[src/rtl/seq_detect_param_if.sv]
// Serial-stream and status bundle for seq_detect_param; master drives the stream, slave is the detector.
// Optional mask signals exist only when SEQDET_MASK_EN is defined.
interface seq_detect_param_if #(
  parameter int PAT_W = 4,
  parameter int CNT_W = 8
);
  logic             din_vld;
  logic             din;
  logic             overlap;
  logic             pat_load;
  logic [PAT_W-1:0] pat_in;
  logic             cnt_clr;
  logic             dout;
  logic [CNT_W-1:0] match_cnt;
  logic [PAT_W-1:0] pat_q;
`ifdef SEQDET_MASK_EN
  logic [PAT_W-1:0] mask_in;
  logic [PAT_W-1:0] mask_q;

  modport master (
    output din_vld, din, overlap, pat_load, pat_in, cnt_clr, mask_in,
    input  dout, match_cnt, pat_q, mask_q
  );
  modport slave (
    input  din_vld, din, overlap, pat_load, pat_in, cnt_clr, mask_in,
    output dout, match_cnt, pat_q, mask_q
  );
`else
  modport master (
    output din_vld, din, overlap, pat_load, pat_in, cnt_clr,
    input  dout, match_cnt, pat_q
  );
  modport slave (
    input  din_vld, din, overlap, pat_load, pat_in, cnt_clr,
    output dout, match_cnt, pat_q
  );
`endif
endinterface

[src/rtl/seq_detect_param.sv]
// Parametrised serial sequence detector with reloadable pattern and saturating match counter.
// Latency: dout pulses 1 clk after the edge consuming the last pattern bit.
// Backpressure: none; din_vld=0 simply stalls history. SEQDET_MASK_EN adds a don't-care mask.
module seq_detect_param #(
  parameter int               PAT_W   = 4,
  parameter logic [PAT_W-1:0] PAT_RST = 4'b1110,
  parameter int               CNT_W   = 8
) (
  input  logic              clk,
  input  logic              rst,
  seq_detect_param_if.slave bus
);
  localparam int               FILL_W    = $clog2(PAT_W + 1);
  localparam logic [FILL_W-1:0] FILL_FULL = FILL_W'(PAT_W);
  localparam logic [CNT_W-1:0]  CNT_MAX   = '1;

  logic [PAT_W-1:0]  sr;
  logic [PAT_W-1:0]  sr_n;
  logic [PAT_W-1:0]  pat_q;
  logic [FILL_W-1:0] fill;
  logic [FILL_W-1:0] fill_n;
  logic              consume;
  logic              hit;
  logic              match;
  logic              dout;
  logic [CNT_W-1:0]  cnt;
`ifdef SEQDET_MASK_EN
  logic [PAT_W-1:0]  mask_q;
`endif

  // A load cycle discards the incoming bit, so it never counts as consumed.
  always_comb begin
    consume = bus.din_vld & ~bus.pat_load;
    sr_n    = {sr[PAT_W-2:0], bus.din};
    fill_n  = (fill == FILL_FULL) ? FILL_FULL : fill + FILL_W'(1);
`ifdef SEQDET_MASK_EN
    hit     = (((sr_n ^ pat_q) & mask_q) == '0);
`else
    hit     = (sr_n == pat_q);
`endif
    match   = consume && (fill_n == FILL_FULL) && hit;
  end

  always_ff @(posedge clk or posedge rst) begin
    if (rst) begin
      sr     <= '0;
      fill   <= '0;
      pat_q  <= PAT_RST;
      dout   <= 1'b0;
`ifdef SEQDET_MASK_EN
      mask_q <= '1;
`endif
    end else if (bus.pat_load) begin
      pat_q  <= bus.pat_in;
      fill   <= '0;
      dout   <= 1'b0;
`ifdef SEQDET_MASK_EN
      mask_q <= bus.mask_in;
`endif
    end else if (consume) begin
      sr   <= sr_n;
      // Non-overlapping mode restarts history collection after each hit.
      fill <= (match && !bus.overlap) ? '0 : fill_n;
      dout <= match;
    end else begin
      dout <= 1'b0;
    end
  end

  always_ff @(posedge clk or posedge rst) begin
    if (rst) begin
      cnt <= '0;
    end else if (bus.cnt_clr) begin
      cnt <= '0;
    end else if (match && (cnt != CNT_MAX)) begin
      cnt <= cnt + CNT_W'(1);
    end
  end

  assign bus.dout      = dout;
  assign bus.match_cnt = cnt;
  assign bus.pat_q     = pat_q;
`ifdef SEQDET_MASK_EN
  assign bus.mask_q    = mask_q;
`endif
endmodule

[src/flat_wrapper.sv]
// flat-port wrapper written by rule: the top's interface ports become plain ports
module seq_detect_param_flat 
#(
  parameter int               PAT_W   = 4,
  parameter logic [PAT_W-1:0] PAT_RST = 4'b1110,
  parameter int               CNT_W   = 8
)
  (clk, rst, bus_din_vld, bus_din, bus_overlap, bus_pat_load, bus_pat_in, bus_cnt_clr, bus_dout, bus_match_cnt, bus_pat_q);
  seq_detect_param_if #(.PAT_W(PAT_W), .CNT_W(CNT_W)) bus_i ();
  input  logic clk;
  input  logic rst;
  input wire logic [$bits(bus_i.din_vld)-1:0] bus_din_vld;
  input wire logic [$bits(bus_i.din)-1:0] bus_din;
  input wire logic [$bits(bus_i.overlap)-1:0] bus_overlap;
  input wire logic [$bits(bus_i.pat_load)-1:0] bus_pat_load;
  input wire logic [$bits(bus_i.pat_in)-1:0] bus_pat_in;
  input wire logic [$bits(bus_i.cnt_clr)-1:0] bus_cnt_clr;
  output wire logic [$bits(bus_i.dout)-1:0] bus_dout;
  output wire logic [$bits(bus_i.match_cnt)-1:0] bus_match_cnt;
  output wire logic [$bits(bus_i.pat_q)-1:0] bus_pat_q;
  assign bus_i.din_vld = bus_din_vld;
  assign bus_i.din = bus_din;
  assign bus_i.overlap = bus_overlap;
  assign bus_i.pat_load = bus_pat_load;
  assign bus_i.pat_in = bus_pat_in;
  assign bus_i.cnt_clr = bus_cnt_clr;
  assign bus_dout = bus_i.dout;
  assign bus_match_cnt = bus_i.match_cnt;
  assign bus_pat_q = bus_i.pat_q;
  seq_detect_param #(.PAT_W(PAT_W), .PAT_RST(PAT_RST), .CNT_W(CNT_W)) u_core (.clk(clk), .rst(rst), .bus(bus_i));
endmodule
[config.mk]
export PLATFORM = sky130hd
export DESIGN_NAME = seq_detect_param_flat
export DESIGN_NICKNAME = d
export VERILOG_FILES = /design/src/rtl/seq_detect_param_if.sv /design/src/rtl/seq_detect_param.sv /design/src/flat_wrapper.sv
export SDC_FILE = /design/constraint.sdc
export NUM_CORES = 1
export LEC_CHECK = 0
export CAP_MARGIN = 25
export CELL_PAD_IN_SITES_DETAIL_PLACEMENT = 0
export CELL_PAD_IN_SITES_GLOBAL_PLACEMENT = 1
export CORE_MARGIN = 4
export CORE_UTILIZATION = 37
export CTS_CLUSTER_DIAMETER = 150
export CTS_CLUSTER_SIZE = 8
export DETAILED_ROUTE_END_ITERATION = 8
export PLACE_DENSITY = 0.78
export SYNTH_ARGS = -nofsm -noshare
export SYNTH_HDL_FRONTEND = slang
export SYNTH_SLANG_ARGS = --single-unit
[constraint.sdc]
create_clock -name clk -period 2.1 [get_ports clk]
set_input_delay 0.63 -clock clk [delete_from_list [all_inputs] [get_ports clk]]
set_output_delay 0.63 -clock clk [all_outputs]
set_load 0.01 [all_outputs]
==> reports/results.tsv, run 1 <==
metric	value	unit
drive_gt1_share	32.3	%
yosysTopAreaCell	dfrtp_1	
whs_path_depth	1	
status	finished, final reports clean	
criticalPathCategory	register to register	
holdWs	0.565	ns
vias	841	
die_x	60.1	um
cp_num_cells	7	
dieArea	3610	um2
wl_per_cell	14.7	um
p_per_area	525	nW/um2
synthArstFlopShare	100	%
hpwl	1600	um
core-area	2520	um2
h-tree-depth	1	
worst_clock_skew	0.00300	ns
synth_edf_count	0	
ir_worst_vdd	0.531	mV
cts_sinks	19	
use_met3	2.16	%
end_kind	register	
cp_top_family	simple AND/OR/NAND/NOR gates	
p_total	0.753	mW
cts_root_buf	clkbuf_4	
routed_wl	2350	um
reg2reg_depth	7	
max_stage_delay	0.56	ns
nets	145	
max_slew_margin	52.1	%
grt_pass1_wl	3710	um
n_antenna_cell	0	
die_height	60.1	um
max_freq	485	MHz
ys_top_cells_by_count	dfrtp_1, a21oi_1, mux2_2	
grt_max_degree	20	
final_cell_count_no_fill	160	
grt_remaining_overflow	0	
cts_tree	yes	
worstPathArrival	2.30	ns
netlist_area	1000	um2
synth_area_leaders	dfrtp_1, dfstp_2, mux2_2	
via_per_inst	5.26	
period_share	98.3	%
cellLeakagePower	0.578	nW
firstDrtPassIters	4	
seq_area	479	um2
utilization	56.8	%
dpl.cell_count	152	
crit_top_cell	a21oi_2	
numCtsBuffers	3	
multi_input_area	559	um2
drtIter0Drc	16	
worst_slack	0.0366	ns
yosysSeqAreaShare	47.7	%
synth_flop_cell	dfrtp_1	
yosysUniqueCellTypes	29	
hp-class	register to register	
fp-row-count	18	
drtAntennaViolNets	0	
yosys_warnings	0	
tightest_slew	0.716	ns
syn_nets	108	
final-setup-viol-count	0	
ctsLongestPathBuffers	2	
clock_latency	0.31	ns
rsz0062_at_grt	true	
crit_chain	inv_2, ha_4, or2b_1, a21oi_2, nand3_2, or4_4, a21oi_2	
antenna_found_initial	0	
top_usage_layer	met2	
cap_viol_max_count	0	
yosysMostFrequentCell	dfrtp_1	
fillers	222	
cp.buffers_inverters	1	
port-buffer-count	23	
gp_congestion	0.775	
synth_cells	94	
hold_viol	0	
area_growth	42.7	%
drc	0	
maxSlewViolCount	0	
grt_util_met2	22.4	%
worstPathMaxFanout	5	
clk_pin_slew_worst_paths	0.11	ns
syn_area_per_cell	10.7	um2
crit_slowest_cell	or4_4	
place_ws	-0.311	ns
grt_pass1_vias	819	
grt_usage	13.6	%
period_minus_slack	2.06	ns
ys_ff_latch	19	
initial_utilization	39.8	%
yosysTopAreaCellShare	39.9	%
io-pin-count	24	
critPathLaunchType	register	
use_met1	17.7	%
critPathRequiredTime	2.34	ns
==> stage by stage <==
step	TNS (ns)	area, um2
after global placement	-1.69	1310
after detailed placement	-1.87	1310
after global routing	-0.0500	1430
after floorplan	0	1000
after CTS	0	1360
final	0	1430
==> state kept, by name, summed over array words and instances, names as in the netlist <==
register and cells:
u_core.bus.dout 1, u_core.bus.match_cnt 8, u_core.bus.pat_q 4, u_core.fill 3
u_core.sr 3
==> worst reg2reg max path, delay by kind of cell, from the launching register on <==
kind | cells | cell delay, ns
and+or+nand+nor | 3 | 0.97
DFF | 1 | 0.44
AOI/OAI and AO/OA | 2 | 0.32
adders and majority gates | 1 | 0.19
buffers and inverters | 1 | 0.08
==> power by group <==
part           leakage, nW  switching, mW  total, mW  internal (mW)
clock               0.0177          0.123      0.194         0.0712
combinational        0.315         0.0600      0.140         0.0799
sequential           0.245         0.0229      0.418          0.395
==> cell usage in the layout, fill, tap and decap left out, types with 3 or more instances in the layout <==
| cell type | instances |
|---|---|
| clkdlybuf4s50_1 | 22 |
| dfrtp_1 | 16 |
| buf_4 | 11 |
| mux2_2 | 7 |
| a21oi_1 | 6 |
| nor2_1 | 6 |
| nand3_1 | 5 |
| o21ai_0 | 5 |
| nand2b_1 | 4 |
| xor2_1 | 4 |
| a21oi_2 | 4 |
| nand2_1 | 3 |
| clkbuf_4 | 3 |
| dfstp_2 | 3 |
==> worst paths after layout <==
path / startpoint / endpoint / slack (ns)
max: u_core.fill[0] / u_core.bus.match_cnt[7] / 0.04
min: u_core.sr[2] / u_core.sr[2] / 0.56
max reg2reg: u_core.fill[0] / u_core.bus.match_cnt[7] / 0.04
min reg2reg: u_core.sr[2] / u_core.sr[2] / 0.56
max in group asynchronous: rst / u_core.bus.pat_q[3] / 1.22
min in group asynchronous: rst / u_core.bus.match_cnt[3] / 0.62
==> repair_timing <==
action	4_1_cts	5_1_grt
buffers inserted	2	1
resized for setup	0	15
hold buffers	0	0
endpoints found under the setup margin	5	7
cloned	0	1
pin swaps	1	6
hold endpoints to repair	0	0
==> routing by layer <==
layer	vias up	wire [um]	part of all wire, %
met4	0	25	1.1
met1	408	1070	45
li1	416	-	-
met2	15	1180	50
met3	2	77	3.3
met5	-	0	0
==> cell type report <==
type	instances	area share (%)
clock inverters	1	0.349
clock buffers	3	1.57
well taps	30	2.62
flip-flops and latches	19	33.4
multi-input cells	69	39.0
inverters	4	1.05
repair buffers	34	22.0
==> logic make-up after synthesis <==
family | count (synthesis) | synth area share [%]
and+or+nand+nor | 33 | 21.0
AOI/OAI and AO/OA | 19 | 10.7
DFF | 19 | 47.7
muxes | 9 | 9.84
buffers and inverters | 7 | 3.49
xor gates and xnor gates | 4 | 3.49
adders and majority gates | 3 | 3.74
No activity file was read; power rests on OpenSTA's default activity.
==> run 2: changes to the inputs <==
Clock period 2.1 ns to 2.09 ns, I/O delays scaled along.
==> reports/results.tsv, run 2 (synthesized netlist as in run 1, its figures left out) <==
metric	value	unit
ir_worst_vdd	0.533	mV
die_height	60.1	um
antenna_found_initial	0	
hpwl	1600	um
grt_pass1_vias	842	
worstPathMaxFanout	5	
worst_slack	0.0391	ns
worst_clock_skew	0.00364	ns
initial_utilization	39.8	%
nets	145	
gp_congestion	0.775	
vias	857	
dpl.cell_count	152	
rsz0062_at_grt	true	
grt_max_degree	20	
worstPathArrival	2.29	ns
area_growth	42.7	%
cts_root_buf	clkbuf_4	
rr_endpoint	u_core.bus.match_cnt[5]	
reg2reg_depth	7	
numCtsBuffers	3	
max_slew_margin	54.0	%
port-buffer-count	23	
clk_pin_slew_worst_paths	0.11	ns
layout_commonest_cell	clkdlybuf4s50_1	
drtIter0Drc	24	
end_kind	register	
final_cell_count_no_fill	160	
clock_latency	0.31	ns
cp_top_family	simple AND/OR/NAND/NOR gates	
wl_per_cell	14.3	um
drive_gt1_share	32.3	%
grt_usage	14.3	%
p_per_area	526	nW/um2
hold_viol	0	
cts_hold_buf	0	
whs_endpoint	u_core.sr[2]	
whs_path_depth	1	
maxSlewViolCount	0	
period_minus_slack	2.05	ns
ctsLongestPathBuffers	2	
status	finished, final reports clean	
max_freq	488	MHz
via_per_inst	5.36	
cts_sinks	19	
drtAntennaViolNets	0	
die_x	60.1	um
final-setup-viol-count	0	
routed_wl	2290	um
cts_tree	yes	
h-tree-depth	1	
criticalPathCategory	input port to register	
tightest_slew	0.688	ns
period_share	98.1	%
place_ws	-0.318	ns
regToRegStartpoint	u_core.fill[0]	
final_cell_mix	clkdlybuf4s50_1, dfrtp_1, buf_4	
fp-row-count	18	
holdCritStartpoint	u_core.sr[2]	
critPathLaunchType	input port	
cap_viol_max_count	0	
cellLeakagePower	0.578	nW
rrSetupSlack	0.05	ns
critPathRequiredTime	2.33	ns
n_antenna_cell	0	
io-pin-count	24	
largest_reg_flops	8	
grt_pass1_wl	3880	um
core-area	2520	um2
grt_remaining_overflow	0	
drc	0	
crit_chain	clkdlybuf4s50_1, nand2b_4, nor3_4, nand3_2, or4b_4, a21oi_2	
cp.buffers_inverters	1	
firstDrtPassIters	4	
max_stage_delay	0.56	ns
crit_slowest_cell	or4b_4	
hp-class	register to register	
dieArea	3610	um2
## run 2: cell counts in the layout (fill, tap and decap cells not counted)
No cell type changed its count.
## run 2: cell type report
| cell class | count | area [um2] |
|---|---|---|
| Sequential cell | 19 | 479 |
| Fill cell | 219 | 1090 |
| Timing Repair Buffer | 34 | 315 |
| Tap cell | 30 | 37.5 |
| Inverter | 4 | 15.0 |
| Clock buffer | 3 | 22.5 |
| Clock inverter | 1 | 5.00 |
| Multi-Input combinational cell | 69 | 559 |
## run 2: repair_timing
| item | in CTS | in global routing |
|---|---|---|
| setup endpoints to repair | 5 | 7 |
| pin swaps | 1 | 10 |
| resized for setup | 3 | 12 |
| gates cloned | 1 | 0 |
| buffers inserted | 2 | 1 |
## run 2: worst max-delay path by stage
stage,cells past startpoint,to,start,slack [ns]
floorplan,8,u_core.bus.match_cnt[5],u_core.fill[0],0.22
global placement,6,u_core.bus.match_cnt[7],bus_din,-0.29
detailed placement,7,u_core.bus.match_cnt[5],bus_din,-0.32
CTS,7,u_core.bus.match_cnt[5],u_core.fill[0],0.009
global route,7,u_core.bus.match_cnt[5],u_core.fill[0],-0.05
finish,6,u_core.bus.match_cnt[5],bus_din_vld,0.04
## run 2: metrics by stage
stage          setup TNS (ns)  cell area, um2  utilization [%]  hold slack, ns  total power, mW
3_3_place_gp            -1.74            1310             52.0           0.511            0.546
6_report                    0            1430             56.8           0.559            0.755
5_1_grt                -0.116            1430             56.8           0.585            0.799
2_1_floorplan               0            1000                -           0.499            0.494
3_5_place_dp            -1.92            1310             52.0           0.543            0.552
4_1_cts                     0            1370             54.5           0.570            0.756
## run 2: routing by layer
layer	global-route usage, %	vias to the layer above	wire [um]
met5	0	-	0
met4	5.70	0	29
met3	2.16	2	89
met2	23.0	20	1120
met1	19.0	420	1050
li1	-	415	-
## run 2: report_power, final
part           switching [mW]  total, mW  internal [mW]
sequential             0.0225      0.420          0.397
combinational          0.0594      0.140         0.0802
clock                   0.124      0.195         0.0716
total                   0.206      0.755          0.549
